<file path="src/rtl/knight_rider_pkg.sv">
// Shared types and helpers for the Knight Rider LED scanner.
// Holds the bounce FSM encoding, LED count default and the position-to-LED decoder.
package knight_rider_pkg;

    localparam int unsigned NLED_DEFAULT = 10;
    localparam int unsigned POS_W        = 4;
    localparam int unsigned MAX_LEDS     = 1 << POS_W;

    typedef enum logic [1:0] {
        StStop = 2'd0,
        StUp   = 2'd1,
        StDown = 2'd2
    } scan_state_e;

    // Widest possible word; callers keep the low NLED bits.
    function automatic logic [MAX_LEDS-1:0] pos_onehot(input logic [POS_W-1:0] pos);
        logic [MAX_LEDS-1:0] oh;
        oh      = '0;
        oh[pos] = 1'b1;
        return oh;
    endfunction

endpackage

</file>
<file path="src/rtl/key_debounce.sv">
// Two-flop synchroniser plus stability counter for an active-low push button.
// Emits a one-cycle press pulse on the cycle the debounced level falls.
module key_debounce #(
    parameter int unsigned DEB_CYCLES = 1000000
) (
    input  logic i_clk,
    input  logic i_rst_n,
    input  logic i_key_n,
    output logic o_press
);

    localparam int unsigned CNT_W = (DEB_CYCLES > 1) ? $clog2(DEB_CYCLES) : 1;
    localparam logic [CNT_W-1:0] CNT_LAST = CNT_W'(DEB_CYCLES - 1);

    logic             r_sync1;
    logic             r_sync2;
    logic             r_level;
    logic [CNT_W-1:0] r_cnt;

    logic w_mismatch;
    logic w_accept;

    assign w_mismatch = (r_sync2 != r_level);
    assign w_accept   = w_mismatch && (r_cnt == CNT_LAST);
    assign o_press    = w_accept && !r_sync2;

    always_ff @(posedge i_clk or negedge i_rst_n) begin
        if (!i_rst_n) begin
            r_sync1 <= 1'b1;
            r_sync2 <= 1'b1;
            r_level <= 1'b1;
            r_cnt   <= '0;
        end else begin
            r_sync1 <= i_key_n;
            r_sync2 <= r_sync1;
            if (!w_mismatch) begin
                r_cnt <= '0;
            end else if (w_accept) begin
                r_level <= r_sync2;
                r_cnt   <= '0;
            end else begin
                r_cnt <= r_cnt + 1'b1;
            end
        end
    end

endmodule

</file>
<file path="src/rtl/knight_rider_scanner.sv">
// Bouncing LED scanner with a trailing tail, started and stopped by a debounced key.
// All outputs come straight from flops; the FSM only acts on the registered run flag.
module knight_rider_scanner
    import knight_rider_pkg::*;
#(
    parameter int unsigned NLED       = NLED_DEFAULT,
    parameter int unsigned TAIL_LEN   = 2,
    parameter int unsigned DEB_CYCLES = 1000000
) (
    input  logic            CLK,
    input  logic            RST_N,
    input  logic            KEY_N,
    input  logic            TICK,
    output logic [NLED-1:0] LEDR,
    output logic [3:0]      POS,
    output logic            DIR,
    output logic            RUN
);

    localparam logic [POS_W-1:0] LAST_POS = POS_W'(NLED - 1);
    localparam logic [NLED-1:0]  LED0     = {{(NLED-1){1'b0}}, 1'b1};

    logic w_press;

    logic              r_run;
    scan_state_e       r_state;
    logic [POS_W-1:0]  r_pos;
    logic              r_dir;
    logic [NLED-1:0]   r_ledr;
    logic [NLED-1:0]   r_hist [TAIL_LEN+1];

    scan_state_e       w_step_state;
    logic [POS_W-1:0]  w_step_pos;
    logic [MAX_LEDS-1:0] w_oh_full;
    logic [NLED-1:0]   w_step_oh;
    logic [NLED-1:0]   w_keep_or;

    key_debounce #(
        .DEB_CYCLES (DEB_CYCLES)
    ) u_key_debounce (
        .i_clk   (CLK),
        .i_rst_n (RST_N),
        .i_key_n (KEY_N),
        .o_press (w_press)
    );

    // Head position and state after one tick; the ends turn around without dwelling.
    always_comb begin
        w_step_state = r_state;
        w_step_pos   = r_pos;
        case (r_state)
            StUp: begin
                if (r_pos < LAST_POS) begin
                    w_step_pos = r_pos + 1'b1;
                end else begin
                    w_step_pos   = LAST_POS - 1'b1;
                    w_step_state = StDown;
                end
            end
            StDown: begin
                if (r_pos != '0) begin
                    w_step_pos = r_pos - 1'b1;
                end else begin
                    w_step_pos   = POS_W'(1);
                    w_step_state = StUp;
                end
            end
            default: begin
                w_step_state = r_state;
                w_step_pos   = r_pos;
            end
        endcase
    end

    assign w_oh_full = pos_onehot(w_step_pos);
    assign w_step_oh = w_oh_full[NLED-1:0];

    if (NLED < MAX_LEDS) begin : g_oh_unused
        logic w_unused_oh;
        assign w_unused_oh = ^w_oh_full[MAX_LEDS-1:NLED];
    end

    // Entries that survive the shift, i.e. everything but the oldest.
    always_comb begin
        w_keep_or = '0;
        for (int i = 0; i < int'(TAIL_LEN); i++) begin
            w_keep_or = w_keep_or | r_hist[i];
        end
    end

    always_ff @(posedge CLK or negedge RST_N) begin
        if (!RST_N) begin
            r_run   <= 1'b0;
            r_state <= StStop;
            r_pos   <= '0;
            r_dir   <= 1'b1;
            r_ledr  <= '0;
            for (int i = 0; i <= int'(TAIL_LEN); i++) begin
                r_hist[i] <= '0;
            end
        end else begin
            if (w_press) begin
                r_run <= !r_run;
            end

            if (!r_run) begin
                if (r_state != StStop) begin
                    r_state <= StStop;
                    r_pos   <= '0;
                    r_dir   <= 1'b1;
                    r_ledr  <= '0;
                    for (int i = 0; i <= int'(TAIL_LEN); i++) begin
                        r_hist[i] <= '0;
                    end
                end
            end else if (r_state == StStop) begin
                r_state <= StUp;
                r_pos   <= '0;
                r_dir   <= 1'b1;
                r_ledr  <= LED0;
                r_hist[0] <= LED0;
                for (int i = 1; i <= int'(TAIL_LEN); i++) begin
                    r_hist[i] <= '0;
                end
            end else if (TICK && !w_press) begin
                // A tick landing on a run toggle is dropped so stop wins cleanly.
                r_state   <= w_step_state;
                r_pos     <= w_step_pos;
                r_dir     <= (w_step_state == StUp);
                r_ledr    <= w_step_oh | w_keep_or;
                r_hist[0] <= w_step_oh;
                for (int i = 1; i <= int'(TAIL_LEN); i++) begin
                    r_hist[i] <= r_hist[i-1];
                end
            end
        end
    end

    assign LEDR = r_ledr;
    assign POS  = r_pos;
    assign DIR  = r_dir;
    assign RUN  = r_run;

endmodule

</file>
<file path="config.mk">
export PLATFORM = sky130hd
export DESIGN_NAME = knight_rider_scanner
export DESIGN_NICKNAME = d
export VERILOG_FILES = /design/src/rtl/knight_rider_pkg.sv /design/src/rtl/key_debounce.sv /design/src/rtl/knight_rider_scanner.sv
export SDC_FILE = /design/constraint.sdc
export NUM_CORES = 1
export LEC_CHECK = 0
export ABC_AREA = 1
export CORE_UTILIZATION = 50
export DETAILED_ROUTE_END_ITERATION = 6
export PLACE_DENSITY = 0.72
export SLEW_MARGIN = 10
export SYNTH_ARGS = -nofsm -noshare
export SYNTH_HDL_FRONTEND = slang
export SYNTH_SLANG_ARGS = --single-unit
</file>
<file path="constraint.sdc">
create_clock -name CLK -period 1.9 [get_ports CLK]
set_input_delay 0.38 -clock CLK [delete_from_list [all_inputs] [get_ports CLK]]
set_output_delay 0.38 -clock CLK [all_outputs]
set_load 0.02 [all_outputs]
</file>
# Yosys cells after proc, flatten, opt, wreduce, memory -nomap -nowiden
# Cells that the tools add are included.
# Widths: inputs -> output; s select.
# classes
addsub	3
muxes	30
magnitude_cmp	3
eq_ne	6
n_reduce_logical	13
bitwise_logic	2
# op_table
operator	n
$mux 30	4
$mux 10	4
$mux 20	2
$mux 4	6
$add 20x1->20 const B	1
$eq 20x20->1 const B	1
$or 10x10->10	2
$mux 2	6
$pmux 4 s2	1
$lt 4x5->1 const B	1
$mux 1	5
$add 4x1->4 const B	1
$demux 1 s4	1
$eq 2x1->1 const B	2
$ge 4x1->1 const B	1
$logic_and 1x1->1	4
$lt 4x4->1 const B	1
$pmux 2 s2	1
$reduce_and 2->1	2
$reduce_bool 2->1	2
$reduce_bool 4->1	1
$sub 4x1->4 const B	1
$logic_not 1->1	3
$ne 3x1->1 const B	1
other kinds (3)	3
# word_totals
elab_cells	68
inputBits	4
register_bits	61
out_inout_bits	16

# Logic depth before layout (Yosys ltp)
# depth
depth_word	11
ltp_mapped	13
depth_no_buf	13

# Hierarchy
# From an unflattened synthesis, not the netlist that was laid out.
# hier_totals
cells_unflattened	388
hier_area_um2	3110.5
# by_module_without_submodules
module	seq_area_each_um2	instances	cells_each	area_per_inst_um2
knight_rider_scanner	952.2	1	223	1840.5
key_debounce	579.3	1	165	1270.0

# Worst setup path after synthesis
# No wires, ideal clock.
# synth_path
kind	register -> register
startpoint	reg r_pos[0] (netlist: POS[0])
endpoint	reg r_hist[20] in the netlist's numbering
t_required_ps	1824
n_path_buf	0
stages_incl_launch_ff	12
setup_ps	76
synth_period_minus_slack_ps	1796
setup_slack_ps	104
arrival_time_ps	1719
path_cell_list	dfrtp_1 inv_1 ha_1 nand2_1 nand2_1 nand3_1 nand3_1 nand2_1 nand2_1 o21ai_0 nand2_1 o21ai_1
# synth_between
elab_chain_cells	10
word_cells_on_any_way	15
cone_classes	2 x add/sub; 3 x order compare; 8 x mux; 2 x reduce/logical
# synth_lines
item	line	rtl
start, declared	knight_rider_scanner.sv:27	logic [POS_W-1:0] r_pos;
start signal, assigned	knight_rider_scanner.sv:128	r_pos <= w_step_pos;
$sub 4x1->4, or another cell as far along	knight_rider_scanner.sv:62	w_step_pos = r_pos - 1'b1;
$mux 4, on equally long branches	knight_rider_scanner.sv:61, knight_rider_scanner.sv:53	
$pmux 4 s2 (*)	knight_rider_scanner.sv:51	case (r_state)
$lt 4x5->1 (implied by the code) / $ge 4x1->1 (equally long branches)	knight_rider_pkg.sv:19	oh[pos] = 1'b1;
$logic_and 1x1->1 (implied by the code)	knight_rider_pkg.sv:19	
$mux 1 (implied by the code)	knight_rider_pkg.sv:19	
$demux 1 s4 (*)	knight_rider_pkg.sv:19	
$mux 30 (*)	knight_rider_scanner.sv:125	end else if (TICK && !w_press) begin
$mux 30 (*)	knight_rider_scanner.sv:116	end else if (r_state == StStop) begin
$mux 30 (*)	knight_rider_scanner.sv:106	if (!r_run) begin
end signal, assigned by index	knight_rider_scanner.sv:133	r_hist[i] <= r_hist[i-1];
end, declared	knight_rider_scanner.sv:30	logic [NLED-1:0] r_hist [TAIL_LEN+1];
# Every way passes the cells marked *; elsewhere a longest branch is shown, timed or not. The select of a mux whose other input is x is not followed.
# A chain may end at the register's enable or synchronous reset.

# Worst setup path after layout
# layout_path
startpoint	reg r_dir (netlist: DIR)
endpoint	out DIR
# layout_rtl
item	line	rtl
start, declared	knight_rider_scanner.sv:28	logic r_dir;
start signal, assigned	knight_rider_scanner.sv:129	r_dir <= (w_step_state == StUp);
end, declared	knight_rider_scanner.sv:16	output logic DIR,
# No word-level cell between the ends.

==> impl_results.md <==
* Status: completed
* Die area at 6654 µm²
* Critical path startpoint: DIR
* Seq pwr share at 54.6%
* Crit Path Max Fanout at 2
* Crit start category: register
* Synth top area cells: dfrtp_1, nand2_1, inv_1
* Total number of vias at 2,742
* Final net count at 457
* Util after Layout at 64.62%
* Vias per cell at 5.203
* Post-DP Area at 3488 µm²
* FF-to-FF Start: u_key_debounce.r_cnt[1]
* Setup violators final at 0
* Leakage power at 2.040 nW
* Final instance count without filler cells at 527
* DRC violations left at 0
* Critical path, cell by cell: clkdlybuf4s50_1
* Async S/R FF share, synth at 100.0%
* Mapped cell area at 3166 µm²
* GPL Wtd Cong at 0.8459
* P per Cell Area at 618.5 nW/µm²
* Final Skew at 0.01023 ns
* H-tree levels at 3
* CP delay by family, top: buffers and inverters
* Peak supply drop at 0.4110 mV
* Slew HR at 70.95%
* Sw Share at 22.11%
* Worst path bufs/invs at 1
* Synth unique cells at 27
* Pre-CTS setup slack at -0.04674 ns
* Clock power frac at 42.3%
* Avg Inst Size Synth at 7.874 µm²
* Post-DRT Antenna Nets at 0
* Clock tree buffer depth at 2
* CP max stage delay at 0.59 ns
* I/O Pins at 20
* Seq cells post-synth at 61
* Diodes inserted at 0
* First-pass GRT wire length at 11,180 µm
* Max Fclk at 546.3 MHz
* Crit path time final at 1.831 ns
* Core Box Area at 6026 µm²
* Clock Root Buffer: clkbuf_8
* WL final at 6934 µm
* # rows at 28
* DR pass1 iterations at 5
* Layout area overhead at 23.00%
* Port Buf Inserts at 19
* Arrival time worst endpoint at 1.45 ns
* DR iter-0 viols at 200
* EDFF count, synth at 0
* Synth Instances at 402
* Critical Path RT at 1.52 ns
* Drt wl/cell at 13.16 µm
* Reg clk slew, reported paths at 0.06 ns
* Largest net degree at the start of global routing at 24
* Multi-input gate area at 1465 µm²
* Min-Delay Startpoint: u_key_debounce.r_sync1
* Hold Fails Final Rpt at 0
* Internal power at 1.876 mW
* Final worst-path cycle share at 96.35%
* CP endpoint kind: output port
* Grt total ovfl at 0
* WS Path Type: register to output port
* DP HPWL at 4721 µm
* Max Cap Viol at 0
* Sw Pwr at 0.5324 mW
* Clk sinks at 61
* Starting Density at 52.53%
* Sequential element share of the synthesized area at 48.38%
* Total chip power at 2.408 mW
* Area leader, netlist: dfrtp_1
* Mapped Nets at 412
* Filler cell count at 510
* Clock latency on the worst-skew pair at 0.34 ns
* Register area at 1533 µm²
* Worst Hold Class: register to register
* Chip width at 81.57 µm
* Final WS setup at 0.06935 ns
* Fraction of layout cells with a size suffix above 1 at 18.81%
* Yosys top cell area share at 45.06%
* Cells after DPL at 500
* Die Height at 81.57 µm
* CP max stage cell: clkdlybuf4s50_1
* Initial antenna violation count at 0
* Vias in the first global route at 2,510
* Synthesis warning total at 0
* Final Hold Slack at 0.3564 ns
* Overall Global Routing Usage at 22.32%
* Num CTS Buffers at 9
* Most used DFF post-synth: dfrtp_1
* Comb pwr share at 3.1%
* Post-Layout Inst Area at 3894 µm²
* Worst slew pin tran at 0.4341 ns
* Pins over their slew limit at 0
* Setup TNS at 0 ns
* TritonCTS clock tree: done
==> power groups by stage <==
stage | clock [mW] | sequential [mW] | combinational [mW]
final | 1.02 | 1.31 | 0.0747
after global routing | 1.09 | 1.31 | 0.0860
after CTS | 1.03 | 1.31 | 0.0713
after detailed placement | 0 | 1.34 | 0.0696
after global placement | 0 | 1.34 | 0.0675
after floorplan | 0 | 1.34 | 0.0218
==> cells by family (layout without fill, tap and decap cells) <==
family | count (synthesis) | after routing | synth area share, %
buffers and inverters | 60 | 109 | 8.537
xor gates and xnor gates | 9 | 9 | 2.490
AOI/OAI and AO/OA | 42 | 43 | 7.984
DFF | 61 | 61 | 48.38
and+or+nand+nor | 224 | 224 | 30.24
adders and majority gates | 6 | 6 | 2.371
==> sequential cells by signal, summed over array words and instances (netlist names) <==
name	flops
r_hist	20
u_key_debounce.r_cnt	20
LEDR	10
POS	4
r_state	2
DIR	1
RUN	1
u_key_debounce.r_level	1
u_key_debounce.r_sync1	1
u_key_debounce.r_sync2	1
==> Yosys cell counts, types with 6 or more instances <==
master     n
ha_1       6
nand4_1    7
nand2_1  132
a21oi_1    8
o21ai_0   19
xor2_1     6
dfrtp_1   57
inv_1     47
nor2_1    41
nand3_1   28
o21ai_2    7
o21ai_1    6
==> per-layer routing <==
layer | GRT usage, % | part of all wire, % | vias to the layer above
met5 | 0 | 0 | -
met4 | 9.474 | 1.7 | 0
met3 | 4.333 | 4.2 | 12
met2 | 34.83 | 47 | 80
met1 | 30.34 | 47 | 1298
li1 | - | - | 1352
==> final cells by class <==
cell class	count	area share [%]
clock inverter	2	0.2571
sequential	61	39.36
tap	75	2.410
timing repair buffer	42	11.12
clock buffer	14	4.177
inverter	51	5.045
multi-input combinational	282	37.63
==> worst reg2reg max path: stages, from the launching register on <==
cell       delay [ns]
dfrtp_1          0.39
ha_4             0.16
nand3_2          0.09
inv_2            0.07
nand2_2          0.07
nor2_4           0.10
nand3_4          0.13
nand2_4          0.10
nand2_2          0.08
o21ai_4          0.18
clkbuf_16        0.24
nand2_1          0.05
nand3_1          0.07
==> layout by cell type, fill, tap and decap left out, types with 3 or more instances in the layout <==
| master | synthesis | final |
|---|---|---|
| xor2_1 | 6 | 6 |
| inv_1 | 47 | 45 |
| nand2_2 | 3 | 9 |
| nand2_1 | 132 | 125 |
| xnor2_1 | 3 | 3 |
| o21ai_1 | 6 | 7 |
| nand4_1 | 7 | 7 |
| nor2_1 | 41 | 36 |
| dfrtp_1 | 57 | 56 |
| nor2_2 | 3 | 7 |
| nand3_1 | 28 | 28 |
| inv_2 | 4 | 4 |
| buf_4 | 1 | 16 |
| o21ai_0 | 19 | 18 |
| ha_1 | 6 | 3 |
| o21ai_2 | 7 | 8 |
| a21oi_1 | 8 | 8 |
| dfstp_2 | 4 | 4 |
| ha_4 | 0 | 3 |
| nand3_2 | 5 | 3 |
| clkbuf_1 | 0 | 3 |
| clkdlybuf4s50_1 | 0 | 16 |
| clkbuf_8 | 0 | 11 |
==> path summary, 6_finish.rpt <==
path / cells past startpoint / slack (ns) / end
max in group asynchronous: 3 / 0.82 / POS[1]
min in group asynchronous: 2 / 0.49 / LEDR[8]
min: 0 / 0.36 / u_key_debounce.r_sync2
max: 1 / 0.07 / DIR
min reg2reg: 0 / 0.36 / u_key_debounce.r_sync2
max reg2reg: 12 / 0.11 / LEDR[1]
==> repair_timing <==
action                                  4_1_cts  5_1_grt
setup buffers                                 0        6
gates cloned                                  0        4
hold endpoints to repair                     10        0
endpoints found under the setup margin        2       42
hold buffers                                  1        0
gates resized for setup                       2       30
pin swaps                                     0        5
No activity file was read; power rests on OpenSTA's default activity.
